<file path="config.mk">
export PLATFORM = sky130hd
export DESIGN_NAME = stage_2_sed
export DESIGN_NICKNAME = d
export VERILOG_FILES = /design/src/rtl/stage_pkg.sv /design/src/rtl/sed_sat_counter.sv /design/src/rtl/stage_2_sed.sv
export SDC_FILE = /design/constraint.sdc
export NUM_CORES = 1
export LEC_CHECK = 0
export BUFFER_PORTS_ARGS = -buffer_cell sky130_fd_sc_hd__buf_2
export CAP_MARGIN = 20
export CORE_MARGIN = 2
export CORE_UTILIZATION = 35
export CTS_BUF_LIST = sky130_fd_sc_hd__clkbuf_16
export CTS_CLUSTER_SIZE = 20
export DETAILED_ROUTE_END_ITERATION = 8
export PLACE_DENSITY = 0.62
export SLEW_MARGIN = 25
export SYNTH_ARGS = -nofsm -noshare
export SYNTH_HDL_FRONTEND = slang
export SYNTH_SLANG_ARGS = --single-unit
</file>
<file path="constraint.sdc">
create_clock -name clk -period 3 [get_ports clk]
set_input_delay 0.15 -clock clk [delete_from_list [all_inputs] [get_ports clk]]
set_output_delay 0.15 -clock clk [all_outputs]
set_load 0.005 [all_outputs]
</file>
<file path="src/rtl/stage_pkg.sv">
// Shared definitions for pipeline stage 2: opcode constants, FSM encoding and
// the parity helper used by the single-error-detect logic.
package stage_pkg;

  localparam logic [1:0] OP_NOP = 2'b00;

  // Widest data word the parity helper accepts; callers zero-extend.
  localparam int PARITY_MAX_W = 64;

  typedef enum logic [1:0] {
    ST_RUN   = 2'd0,
    ST_RETRY = 2'd1,
    ST_FATAL = 2'd2
  } state_t;

  // Even parity: the parity bit equals the XOR of the data bits, so the XOR
  // over data and parity together is zero for a clean word.
  function automatic logic even_parity_ok(input logic [PARITY_MAX_W-1:0] data,
                                          input logic                    p);
    return ~(^{data, p});
  endfunction

endpackage

</file>
<file path="src/rtl/sed_sat_counter.sv">
// Saturating up-counter: increments on inc_i, sticks at all-ones, and is
// cleared synchronously by clear_i.
module sed_sat_counter #(
  parameter int count_w = 16
) (
  input  logic               clk,
  input  logic               clear_i,
  input  logic               inc_i,
  output logic [count_w-1:0] count_o
);

  logic [count_w-1:0] count_q;

  // Count up unless already saturated; clear takes priority.
  always_ff @(posedge clk) begin
    if (clear_i) begin
      count_q <= '0;
    end else if (inc_i && (count_q != {count_w{1'b1}})) begin
      count_q <= count_q + count_w'(1);
    end
  end

  assign count_o = count_q;

endmodule

</file>
<file path="src/rtl/stage_2_sed.sv">
// Pipeline stage 2: even-parity check on every non-NOP word, one-cycle
// forwarding of clean words, upstream replay requests with a bounded retry
// budget and a sticky fatal flag once that budget is spent.
//
// Handshake: there is no backpressure. A word is accepted every cycle;
// valid_out=1 marks a clean non-NOP word on the registered outputs, and
// retry_req is a single-cycle request for upstream to replay its last word.
module stage_2_sed
  import stage_pkg::*;
#(
  parameter int data_size     = 32,
  parameter int tag_size      = 8,
  parameter int max_retry     = 3,
  parameter int retry_timeout = 16,
  parameter int count_w       = 16
) (
  input  logic                          clk,
  input  logic                          reset,
  input  logic [1:0]                    opcode_in,
  input  logic [data_size-1:0]          data_in,
  input  logic                          parity_in,
  input  logic [data_size+tag_size-1:0] ndt_in,
  output logic [1:0]                    opcode_out,
  output logic [data_size-1:0]          data_out,
  output logic [data_size+tag_size-1:0] ndt_out,
  output logic                          valid_out,
  output logic                          retry_req,
  output logic                          stall,
  output logic                          err_fatal,
  output logic [count_w-1:0]            err_count,
  output logic [1:0]                    state_dbg
);

  localparam int RW = $clog2(max_retry + 1);
  localparam int TW = $clog2(retry_timeout);
  localparam logic [RW-1:0] MAX_RETRY_L = RW'(max_retry);
  localparam logic [TW-1:0] TIMEOUT_L   = TW'(retry_timeout - 1);

  state_t                          state_q, state_d;
  logic [RW-1:0]                   retry_cnt_q, retry_cnt_d;
  logic [TW-1:0]                   timer_q, timer_d;
  logic                            pass_d;
  logic                            retry_d;
  logic                            is_op;
  logic                            perr;

  logic [1:0]                      opcode_q;
  logic [data_size-1:0]            data_q;
  logic [data_size+tag_size-1:0]   ndt_q;
  logic                            valid_q;
  logic                            retry_q;
  logic                            stall_q;
  logic                            fatal_q;

  assign is_op = (opcode_in != OP_NOP);
  assign perr  = is_op && !even_parity_ok(PARITY_MAX_W'(data_in), parity_in);

  // Next-state logic: decide pass/drop, replay requests and retry bookkeeping.
  always_comb begin
    state_d     = state_q;
    retry_cnt_d = retry_cnt_q;
    timer_d     = timer_q;
    pass_d      = 1'b0;
    retry_d     = 1'b0;
    case (state_q)
      ST_RUN: begin
        if (is_op) begin
          if (perr) begin
            retry_d     = 1'b1;
            retry_cnt_d = RW'(1);
            timer_d     = '0;
            state_d     = ST_RETRY;
          end else begin
            pass_d = 1'b1;
          end
        end
      end
      ST_RETRY: begin
        if (!is_op) begin
          if (timer_q == TIMEOUT_L) begin
            // A timed-out wait spends one attempt, just like a bad replay.
            if (retry_cnt_q < MAX_RETRY_L) begin
              retry_d     = 1'b1;
              retry_cnt_d = retry_cnt_q + RW'(1);
              timer_d     = '0;
            end else begin
              state_d = ST_FATAL;
            end
          end else begin
            timer_d = timer_q + TW'(1);
          end
        end else if (!perr) begin
          pass_d      = 1'b1;
          retry_cnt_d = '0;
          timer_d     = '0;
          state_d     = ST_RUN;
        end else if (retry_cnt_q < MAX_RETRY_L) begin
          retry_d     = 1'b1;
          retry_cnt_d = retry_cnt_q + RW'(1);
          timer_d     = '0;
        end else begin
          state_d = ST_FATAL;
        end
      end
      ST_FATAL: begin
        state_d = ST_FATAL;
      end
      default: begin
        state_d = ST_RUN;
      end
    endcase
  end

  // State, bookkeeping and registered outputs; reset overrides everything.
  always_ff @(posedge clk) begin
    if (reset) begin
      state_q     <= ST_RUN;
      retry_cnt_q <= '0;
      timer_q     <= '0;
      opcode_q    <= OP_NOP;
      data_q      <= '0;
      ndt_q       <= '0;
      valid_q     <= 1'b0;
      retry_q     <= 1'b0;
      stall_q     <= 1'b0;
      fatal_q     <= 1'b0;
    end else begin
      state_q     <= state_d;
      retry_cnt_q <= retry_cnt_d;
      timer_q     <= timer_d;
      opcode_q    <= pass_d ? opcode_in : OP_NOP;
      data_q      <= data_in;
      ndt_q       <= ndt_in;
      valid_q     <= pass_d;
      retry_q     <= retry_d;
      stall_q     <= (state_d != ST_RUN);
      fatal_q     <= fatal_q | (state_d == ST_FATAL);
    end
  end

  sed_sat_counter #(
    .count_w (count_w)
  ) u_err_cnt (
    .clk     (clk),
    .clear_i (reset),
    .inc_i   (perr),
    .count_o (err_count)
  );

  assign opcode_out = opcode_q;
  assign data_out   = data_q;
  assign ndt_out    = ndt_q;
  assign valid_out  = valid_q;
  assign retry_req  = retry_q;
  assign stall      = stall_q;
  assign err_fatal  = fatal_q;
  assign state_dbg  = state_q;

endmodule

</file>
==> flow_summary_export.csv <==
group,metric,value,unit
clock_tree,h_tree_levels,3,
clock_tree,max-clock-path-buffers,2,
floorplanning,coreArea,10700,µm²
synth,ys_ff_latch,102,
synth,syn_avg_cell_area,10.2,µm²
drt,postRouteAntennaNets,0,
timing,grt_setup_unrepaired,"false",
placed_design,place_hpwl,7160,µm
job,maxCapViolCount,0,
floorplanning,initial_utilization,35.7,%
floorplanning,io-pin-count,173,
grt,grt_pass1_vias,2979,
placed_design,dp_worst_setup_slack,0.270,ns
worst_setup_path,worst-path-buf-inv,2,
worst_setup_path,arrival_time_at_the_worst_endpoint,2.61,ns
power,power_density,715,nW/µm²
synth,mappedNetlistNets,455,
synth,synthArstFlopShare,0,%
synth,fraction_of_post_synthesis_cell_area_in_the_top_cell_type_by_area,53.3,%
drt,drt-total-wl,9890,µm
worst_setup_path,critPathRequiredTime,3.24,ns
worst_setup_path,worst_setup_path_start_kind,"input port",
synth,yosysMostFrequentCell,"dfxtp_1",
synth,synth_enable_flop_cells,0,
final_layout,finalNetCount,623,
worst_setup_path,crit_path_max_fanout,31,
worst_setup_path,worst_path_most_repeated_cell,"xnor3_1",
timing,worst_case_setup_margin_in_the_final_layout,0.625,ns
final_layout,final_util,48.0,%
min_path,worst_hold_path_type,"in -> reg",
final_layout,area_growth_syn_to_layout,34.6,%
worst_setup_path,crit_type,"in -> reg",
clock_tree,post_cts_hold_buffer_count,4,
timing,fin_tns_setup,0,ns
worst_setup_path,timing.critical_path.to_type,"flip-flop",
final_layout,layout-drive-gt1-share,37.3,%
synth,synth.yosys.warnings,0,
drt,drtIter0Drc,166,
worst_setup_path,crit_slowest_cell,"xnor3_1",
placed_design,numPortBuffers,172,
synth,ys_top_cells_by_area,"dfxtp_1 (53%), nor2b_1 (13%), xnor2_1 (4.8%)",
timing,worst_margin_pin_slew,0.540,ns
power,peakVddDrop,0.000522,V
synth,post_synth_instance_area,3830,µm²
clock_tree,cts_sinks,102,
timing,fin_crit_period,2.37,ns
clock_tree,root_buffer,"clkbuf_16",
floorplanning,die_width,109,µm
grt,number_of_antenna_violations_at_the_first_check_in_global_routing,0,
floorplanning,die_height,109,µm
worst_setup_path,worstPathCellList,"buf_2 -> xnor2_1 -> xnor3_1 -> xnor3_1 -> xnor3_1 -> xor2_2 -> buf_12 -> nor4_1 -> mux2_2",
grt,track_usage,16.5,%
placed_design,finalWeightedCongestion,0.829,
power,leakage,0.00237,µW
floorplanning,dieArea,11800,µm²
timing,achievable-frequency,421,MHz
clock_tree,post-cts-setup-buffers,0,
timing,fin_worst_hold_slack,0.0131,ns
clock_tree,clk_latency,0.34,ns
drt,detail_route.wl_per_cell,14.3,µm
grt,grt_first_pass_wirelength,15000,µm
outcome,run_status,"complete, no violations",
floorplanning,placementRows,38,
drt,detail_route.vias_per_cell,4.76,
timing,finalHoldViolCount,0,
grt,grt_max_degree,54,
synth,postSynthCellCount,376,
synth,synth_seq_area_share,53.3,%
power,finalPower,3690,µW
clock_tree,ctsResizeCount,0,
drt,drt-pass1-iter-count,5,
final_layout,filler_cell_count,1041,
clock_tree,tritoncts.num_buffers,9,
timing,slew_viol_final,0,
drt,route.vias.total,3278,
timing,slew-limit-headroom,64.0,%
timing,worst_clock_skew,0.00311,ns
worst_setup_path,crit_path_largest_cell_delay,0.41,ns
synth,ys.flop_type,"dfxtp_1",
synth,unique_masters_post_synth,45,
clock_tree,path_clk_slew,0.08,ns
final_layout,diodes,0,
timing,setup_viol,0,
clock_tree,cts_tree,"yes",
synth,synth.top_cells.by_count,"dfxtp_1 (102), nor2b_1 (80), xnor2_1 (21)",
timing,post-route-period-util,79.2,%
grt,globalRouteOverflowTotal,0,
drt,post-route-drc-count,0,
worst_setup_path,critPathTopFamily,"XOR/XNOR gates",
synth,synth_area_leader_cell,"dfxtp_1",
## final timing paths
path | startpoint | endpoint | slack [ns] | depth (start not counted)
max | data_in[5] | u_err_cnt.count_o[15]$_SDFFE_PP0P_ | 0.63 | 9
min | ndt_in[26] | ndt_out[26]$_SDFF_PP0_ | 0.01 | 2
max reg2reg | u_err_cnt.count_o[6]$_SDFFE_PP0P_ | u_err_cnt.count_o[4]$_SDFFE_PP0P_ | 0.82 | 7
min reg2reg | u_err_cnt.count_o[8]$_SDFFE_PP0P_ | u_err_cnt.count_o[8]$_SDFFE_PP0P_ | 0.51 | 2
## per-stage QoR
| stage | instances | area (µm²) |
|---|---|---|
| 3_3_place_gp | 669 | 4820 |
| 5_1_grt | 689 | 5160 |
| 2_1_floorplan | 376 | 3830 |
| 3_5_place_dp | 669 | 4820 |
| 6_report | 689 | 5160 |
| 4_1_cts | 689 | 5160 |
## cell type report
class	instances	area, µm²	share of cell area (%)
clock buffer	9	225	4.36
sequential	102	2040	39.6
multi-input combinational	248	1690	32.8
inverter	4	15.0	0.291
timing repair buffer	179	938	18.2
clock inverter	7	73.8	1.43
tap	140	175	3.39
## layout by cell type (no fill, tap or decap), types with 4 or more instances in the layout
cell type	instances
a21oi_1	8
buf_2	171
nor3_1	5
or4_1	5
o21ai_0	5
xnor2_1	21
o311ai_0	5
dfxtp_1	102
and3_1	6
nand2_1	19
nor2_1	15
nand3_1	12
or2_2	5
mux2_2	5
o31ai_1	11
inv_1	4
clkbuf_16	9
nor2b_1	80
dlygate4sd3_1	4
nor4_1	5
## power breakdown
group	internal [µW]	switching [µW]	total [µW]	leakage, µW
Combinational	468	550	1020	0.00138
Clock	592	562	1150	0.000148
Sequential	1460	55.3	1520	0.000844
## registers in the layout, indices dropped and copies added (netlist names)
signal / count
err_fatal: 1
stall: 1
ndt_out: 40
retry_req: 1
state_dbg: 2
u_err_cnt.count_o: 16
retry_cnt_q: 2
opcode_out: 2
valid_out: 1
data_out: 32
timer_q: 4
## per-layer routing
metal	up-vias	wire length [µm]	global-route usage (%)
met3	11	903	4.78
met1	1507	4240	20.9
li1	1621	-	-
met5	-	0	0
met4	0	165	6.41
met2	139	4580	26.4
## cell families after synthesis
logic type | after synthesis | share of synthesized area (%)
AO/OA/AOI/OAI | 47 | 8.98
flip-flops | 102 | 53.3
adder cells (fa/ha/maj) | 2 | 0.653
multiplexers | 6 | 1.73
AND/OR/NAND/NOR | 163 | 24.1
XOR/XNOR | 30 | 8.52
buffers and inverters | 26 | 2.81
(Power assumes the default switching activity.)
